## src/rtl/fifo_ctrl.sv

```systemverilog
// FIFO controller for an external dual-port RAM: generates RAM enables and
// addresses, tracks occupancy, and latches a sticky error on overflow/underflow.
module fifo_ctrl #(
    parameter int DATA_BITS = 10,
    parameter int ADDR_BITS = 3,
    parameter int AF_LEVEL  = 6,
    parameter int AE_LEVEL  = 2
) (
    input  logic                 clk,
    input  logic                 reset,
    input  logic                 push,
    input  logic                 pop,
    output logic                 ram_write,
    output logic                 ram_read,
    output logic [ADDR_BITS-1:0] addr_write,
    output logic [ADDR_BITS-1:0] addr_read,
    output logic                 full,
    output logic                 empty,
    output logic                 almost_full,
    output logic                 almost_empty,
    output logic [ADDR_BITS:0]   count,
    output logic                 pop_valid,
    output logic                 error,
    output logic [1:0]           dbg_state
);

    // The word width belongs to the RAM; only a sanity hook references it here.
    if (DATA_BITS < 1) begin : g_invalid_data_bits
    end

    localparam logic [ADDR_BITS:0] DEPTH  = (ADDR_BITS + 1)'(1) << ADDR_BITS;
    localparam logic [ADDR_BITS:0] AF_CNT = AF_LEVEL[ADDR_BITS:0];
    localparam logic [ADDR_BITS:0] AE_CNT = AE_LEVEL[ADDR_BITS:0];

    typedef enum logic [1:0] {
        S_EMPTY   = 2'd0,
        S_PARTIAL = 2'd1,
        S_FULL    = 2'd2,
        S_ERROR   = 2'd3
    } state_t;

    state_t               state, state_nxt;
    logic [ADDR_BITS-1:0] wr_ptr, rd_ptr;
    logic [ADDR_BITS:0]   count_nxt;
    logic                 wr_ok, rd_ok, overflow, underflow;

    // Handshake: push/pop are single-cycle requests with no backpressure
    // signal; a request is either accepted in the cycle it is presented
    // (ram_write/ram_read high) or dropped. A popped word is valid on the
    // RAM output the cycle after, flagged by pop_valid.
    always_comb begin
        wr_ok     = 1'b0;
        rd_ok     = 1'b0;
        overflow  = 1'b0;
        underflow = 1'b0;
        count_nxt = count;
        state_nxt = state;

        if (!reset && state != S_ERROR) begin
            wr_ok     = push & ((state != S_FULL) | pop);
            rd_ok     = pop & (state != S_EMPTY);
            overflow  = (state == S_FULL) & push & ~pop;
            underflow = (state == S_EMPTY) & pop;
        end

        case ({wr_ok, rd_ok})
            2'b10:   count_nxt = count + 1'b1;
            2'b01:   count_nxt = count - 1'b1;
            default: count_nxt = count;
        endcase

        // State follows the resulting occupancy unless an illegal request traps it.
        if (state == S_ERROR || overflow || underflow)
            state_nxt = S_ERROR;
        else if (count_nxt == '0)
            state_nxt = S_EMPTY;
        else if (count_nxt == DEPTH)
            state_nxt = S_FULL;
        else
            state_nxt = S_PARTIAL;
    end

    always_ff @(posedge clk) begin
        if (reset) begin
            state        <= S_EMPTY;
            wr_ptr       <= '0;
            rd_ptr       <= '0;
            count        <= '0;
            full         <= 1'b0;
            empty        <= 1'b1;
            almost_full  <= 1'b0;
            almost_empty <= 1'b1;
            pop_valid    <= 1'b0;
            error        <= 1'b0;
        end else begin
            state        <= state_nxt;
            count        <= count_nxt;
            if (wr_ok) wr_ptr <= wr_ptr + 1'b1;
            if (rd_ok) rd_ptr <= rd_ptr + 1'b1;
            full         <= (count_nxt == DEPTH);
            empty        <= (count_nxt == '0);
            almost_full  <= (count_nxt >= AF_CNT);
            almost_empty <= (count_nxt <= AE_CNT);
            pop_valid    <= rd_ok;
            error        <= (state_nxt == S_ERROR);
        end
    end

    assign ram_write  = wr_ok;
    assign ram_read   = rd_ok;
    assign addr_write = wr_ptr;
    assign addr_read  = rd_ptr;
    assign dbg_state  = state;

endmodule

```

## config.mk

```make
export PLATFORM = sky130hd
export DESIGN_NAME = fifo_ctrl
export DESIGN_NICKNAME = d
export VERILOG_FILES = /design/src/rtl/fifo_ctrl.sv
export SDC_FILE = /design/constraint.sdc
export NUM_CORES = 1
export LEC_CHECK = 0
export CAP_MARGIN = 20
export CORE_AREA = 3 3 51 53
export CTS_CLUSTER_DIAMETER = 80
export DETAILED_ROUTE_END_ITERATION = 6
export DIE_AREA = 0 0 54 56
export PLACE_DENSITY = 0.63
export RECOVER_POWER = 50
export SYNTH_ARGS = -nofsm -noshare
export SYNTH_HDL_FRONTEND = slang
export SYNTH_SLANG_ARGS = --single-unit
```

## constraint.sdc

```tcl
create_clock -name clk -period 3.1 [get_ports clk]
set_input_delay 0.62 -clock clk [delete_from_list [all_inputs] [get_ports clk]]
set_output_delay 0.62 -clock clk [all_outputs]
set_load 0.005 [all_outputs]
```

After elaboration in Yosys (flattened, before gate mapping). Cells that the tools add are included.

$add $sub $neg: 4. $lt $le $gt $ge: 2. Equality and inequality tests: 8. Multiplexer cells: 8. Bitwise logic cells: 7. Reductions and logical operators: 7.

Operators with widths (count): 2-bit equality test (second input constant) (4); 4-bit one-hot mux with 2 select lines (1); 3-bit by 1-bit adder with 3-bit output (second input constant) (2); 2-bit two-way mux (3); 1-bit AND (5); 4-bit by 1-bit adder with 4-bit output (second input constant) (1); 4-bit equality test (second input constant) (1); 4-bit by 3-bit >= comparator with 1-bit output (second input constant) (1); 4-bit by 2-bit <= comparator with 1-bit output (second input constant) (1); 4-bit zero test (1); 1-bit two-way mux (4); 2-bit != test (second input constant) (2); 4-bit by 1-bit subtractor with 4-bit output (second input constant) (1); 2-bit by 1-bit equality test with 1-bit output (second input constant) (1); 2-bit zero test (1); 1-bit logical OR (2); 2-bit nonzero test (1); 1-bit logical AND (1); 1-bit zero test (1); 1-bit inverter (1); 1-bit bitwise OR (1).

Flip-flop bits (word level): 18. Bits of input ports: 4. Output and inout port bits: 20.

Logic depth before layout (Yosys ltp).
Word-level depth: 11. Gate-level depth with buffers: 11.

Worst setup path after synthesis. Ideal clock, no wire load.

Path kind: input to register. From: input port reset. To: register almost_full. Setup time: 133 ps. Arrival: 2470 ps. Slack: 497 ps. Stages: 10. Cells stage by stage: nand2b_1 > a21oi_2 > inv_1 > ha_1 > ha_1 > a21o_1 > a21oi_2 > mux2i_2 > xor2_2 > o22ai_1.

Longest elaborated chain between the ends: 6.

RTL lines: start: declaration (line 10) `input logic reset,`; 1-bit zero test (*) (line 59) `if (!reset && state != S_ERROR) begin`; 1-bit logical AND (*) (line 59); 1-bit two-way mux (*) (line 59); via ram_write (line 13) `output logic ram_write,`; 2-bit by 1-bit equality test with 1-bit output or 2-bit equality test (tied branches) (line 66) `case ({wr_ok, rd_ok})`; 4-bit one-hot mux with 2 select lines (*) (line 66); 4-bit by 3-bit >= comparator with 1-bit output (*) (line 102) `almost_full <= (count_nxt >= AF_CNT);`; end signal: assignment (line 102); end: declaration (line 19) `output logic almost_full,`.

Mark *: on every way through the listed nets, which the timed path passes. The rest lies on a longest branch. A chain may end at the register's enable or synchronous reset.

Worst setup path in the final report.
From: input port reset. To: register almost_full.

Longest elaborated chain between the ends: 6.

RTL lines (line): 1-bit zero test (59); 1-bit logical AND (59); 1-bit two-way mux (59); 2-bit by 1-bit equality test with 1-bit output or 2-bit equality test (tied branches) (66); 4-bit one-hot mux with 2 select lines (66); 4-bit by 3-bit >= comparator with 1-bit output (102).

Several ways; a longest one is shown, not always the timed one.

==> summary.md <==
The area of the core came out at 0.00219 mm^2. STA puts the critical path data required time at 3290 ps. The final period utilization came out at 0.936. Initial core utilization: 0.368. The final cell utilization of the core is 0.515. The logs give 26 for the distinct cell type count of the synthesized netlist and 2 for the maximum buffer depth of the clock tree.

The layout has 211 filler cells. Summed over all instances, the cell type with the most area after synthesis is dfxtp_1. The average wire length per cell after detail routing is 10.9 um, and the wire length reported by the detailed router is 1550 um. Data on the critical path arrives at its endpoint at 3090 ps. For this run the aggregate overflow at the end of global routing stands at 0. The power share of the combinational group is 0.343, and the fraction of power consumed by sequential logic is 0.444. The tools report the antenna diode count as 0. The highest layer touched by signal routing is met4.

The maximum ir drop on the vdd rail was 329 uV. The worst hold path belongs to the class flip-flop to flip-flop. The count of nets left with antenna violations once routing finished came out at 0. In the layout the commonest cells are dfxtp_1, dlygate4sd3_1, nor2_1, clkdlybuf4s50_1, inv_1. The worst slack on hold paths was 491 ps; the cell area after synthesis was 806 um^2.

The quantity of gates resized following cts is 0, and the vertical die dimension is 56 um. The half-perimeter wire length after placement was 1230 um. Counting flops and latches in the post-synthesis netlist gives 18. The run gives 0.201 mW as the switching component of the power. For this design the ratio of total power to cell area is 593 mW/mm^2. The run gives 344 MHz as the fmax. The critical path endpoint category is a flip-flop. DRC marker count from the first detailed-route iteration: 9. The initial antenna violation count came out at 0. The share of total power consumed by net switching was 0.300; the count of final hold-check violations was 0.

In this run, CTS created clock tree buffers numbering 3. STA classifies the critical path startpoint as a primary input. The Yosys warning count was 0. The share of cells above drive strength 1 was 0.114. The logs give 0 for the number of max-slew violations in the final report and 2700 um for the global-route wire length before repair.

Post-synth net total: 94. The number of setup violations in the final report is 0, and the internal power is 0.469 mW. Counting flops with a built-in enable in the synthesized netlist gives 0. The area fraction of the dominant cell type after synthesis is 0.447. Summing all flip-flop and latch instances after layout gives 360 um^2. The tree built by TritonCTS fans out to 18 sinks. TritonCTS built the clock tree. The logs give 630 for the via count and 0.753 for the global placement routability congestion. Among cell families on the critical path, the largest total delay comes from buffers and inverters. After detailed routing, the met3 layer carries 92 um of wire. The maximum net fanout on the critical path is 4, and the final critical-path required period is 2900 ps. The relative max-transition margin was 0.807.

Walking the worst path, the cells encountered are dlygate4sd3_1 -> nand2b_1 -> a21oi_2 -> inv_1 -> ha_1 -> ha_1 -> a21o_1 -> a21oi_2 -> mux2i_2 -> xor2_2 -> o22ai_1. The via count of the first global-routing pass is 630. Average instance area after synthesis: 9.59 um^2.

The dominant synthesized flop cell is dfxtp_1. The clock-pin transition on the worst setup and hold timing paths came out at 100 ps. Post-synthesis to final-layout area growth: 40.1%.

For the part of the Yosys area used for sequential elements, the log shows 0.447. Die outline area: 0.00302 mm^2. The share of synthesized flip-flops with an asynchronous set or reset was 0. The run gives 24 as the number of primary I/O pins. Number of remaining DRC errors: 0.

The via density per instance came out at 4.44. The die is 54 um wide. The logs give 733 um for the wire length on met2 and 410 um^2 for the total area of multi-input combinational cells. The part of the power in the clock network is 0.213, and the number of buffers and inverters on the critical path is 2. Clock skew on the completed layout was measured at 5.50 ps. The number of core rows was 17; the number of buffer cells added on primary ports was 23.

The cell with the largest stage delay on the worst path is dlygate4sd3_1. The net count of the finished layout is 125. The critical path in this run is classified as primary input to flip-flop.

The run gives 0.120 as the total global routing track utilization. The total power consumption of the routed design was 0.670 mW. The run finished with clean final reports.

The slew at the pin closest to its max-slew limit was 283 ps. Entering global routing, the biggest net connects 14 pins. After clock tree synthesis, the setup repair step added 0 buffers.

The tools report the leakage power summed over all cells as 0.497 nW. On the worst path, the slowest cell contributes a delay of 570 ps. For the H-tree depth, the log shows 1. Leaving out fill and tap cells, the most frequent cell in the layout is dfxtp_1. Across the run, the number of max-cap violations was 0. The total iterations of the first detailed-routing run was 4. For the routed metal-1 wirelength, the log shows 711 um. Setup repair after global routing left no endpoint under its margin. The cell sitting at the root of the clock tree is a clkbuf_4. The number of hold buffers added after CTS was 0.

The logs give 84 for the post-synthesis instance total and 290 ps for the clock insertion delay at the later pin of the skew report. By area the synthesized netlist is led by dfxtp_1, ha_1, xor2_1, nor2_1, inv_1.
sequential cells by signal (all words and copies together) (netlist names):
name,count
addr_read,3
addr_write,3
almost_empty,1
almost_full,1
count,4
dbg_state,2
empty,1
error,1
full,1
pop_valid,1
Yosys cell counts, types with 2 or more instances:
cell type	instances
a21oi_1	2
a21oi_2	2
and3_1	2
dfxtp_1	18
ha_1	5
inv_1	7
nand2_1	6
nand2b_1	2
nor2_1	11
nor2b_1	3
o21ai_0	4
o22ai_1	2
xnor2_1	3
xor2_1	5
cell families (layout without fill, tap and decap cells):
kind of cell,count (synthesis),in the layout,synth area share
adders and majority gates,6,6,0.102
DFF,18,18,0.447
xor gates and xnor gates,9,9,0.107
buffers and inverters,9,39,0.0435
muxes,3,3,0.0435
and+or+nand+nor,26,26,0.148
AOI/OAI and AO/OA,13,13,0.109
power groups by stage:
stage | registers [mW] | clock network (mW) | logic (mW)
2_1_floorplan | 0.304 | 0 | 0.124
3_3_place_gp | 0.303 | 0 | 0.239
3_5_place_dp | 0.303 | 0 | 0.243
4_1_cts | 0.299 | 0.146 | 0.243
5_1_grt | 0.304 | 0.157 | 0.262
6_report | 0.297 | 0.143 | 0.230
layout make-up:
cell class                 count  share of cell area
multi-input combinational     57               0.364
sequential                    18               0.319
timing repair buffer          28               0.231
clock buffer                   4              0.0322
tap                           28              0.0310
inverter                       7              0.0233
worst reg2reg max path, stage by stage (launching register included):
cell and delay (ps):
dfxtp_1 420, xor2_1 180, and3_1 220, ha_1 230, ha_1 260, a21o_1 170, a21oi_2 160, mux2i_2 330
xor2_2 260, o22ai_1 110
worst paths after layout:
path / start / endpoint / slack, ps / depth (start not counted)
setup / recovery: reset / almost_full$_SDFF_PP0_ / 200 / 11
hold / removal: addr_write[1]$_SDFFE_PP0P_ / addr_write[1]$_SDFFE_PP0P_ / 490 / 2
setup reg to reg: dbg_state[1]$_SDFF_PP0_ / almost_full$_SDFF_PP0_ / 660 / 9
hold reg to reg: addr_write[1]$_SDFFE_PP0P_ / addr_write[1]$_SDFFE_PP0P_ / 490 / 2
through the flow:
stage	cell area [um^2]	setup WS (ps)	cells	TNS (ps)
after floorplan	806	497	84	0
after global placement	1100	5.15	138	0
after detailed placement	1100	-45.8	138	-89.5
after CTS	1140	264	142	0
after global routing	1130	66.9	142	0
final	1130	197	142	0
routing by layer:
layer | global-route usage | vias up
li1 | - | 332
met1 | 0.154 | 280
met2 | 0.183 | 16
met3 | 0.0161 | 2
met4 | 0.0747 | 0
met5 | 0 | -
Note: power is estimated with default switching activity, not from simulation.
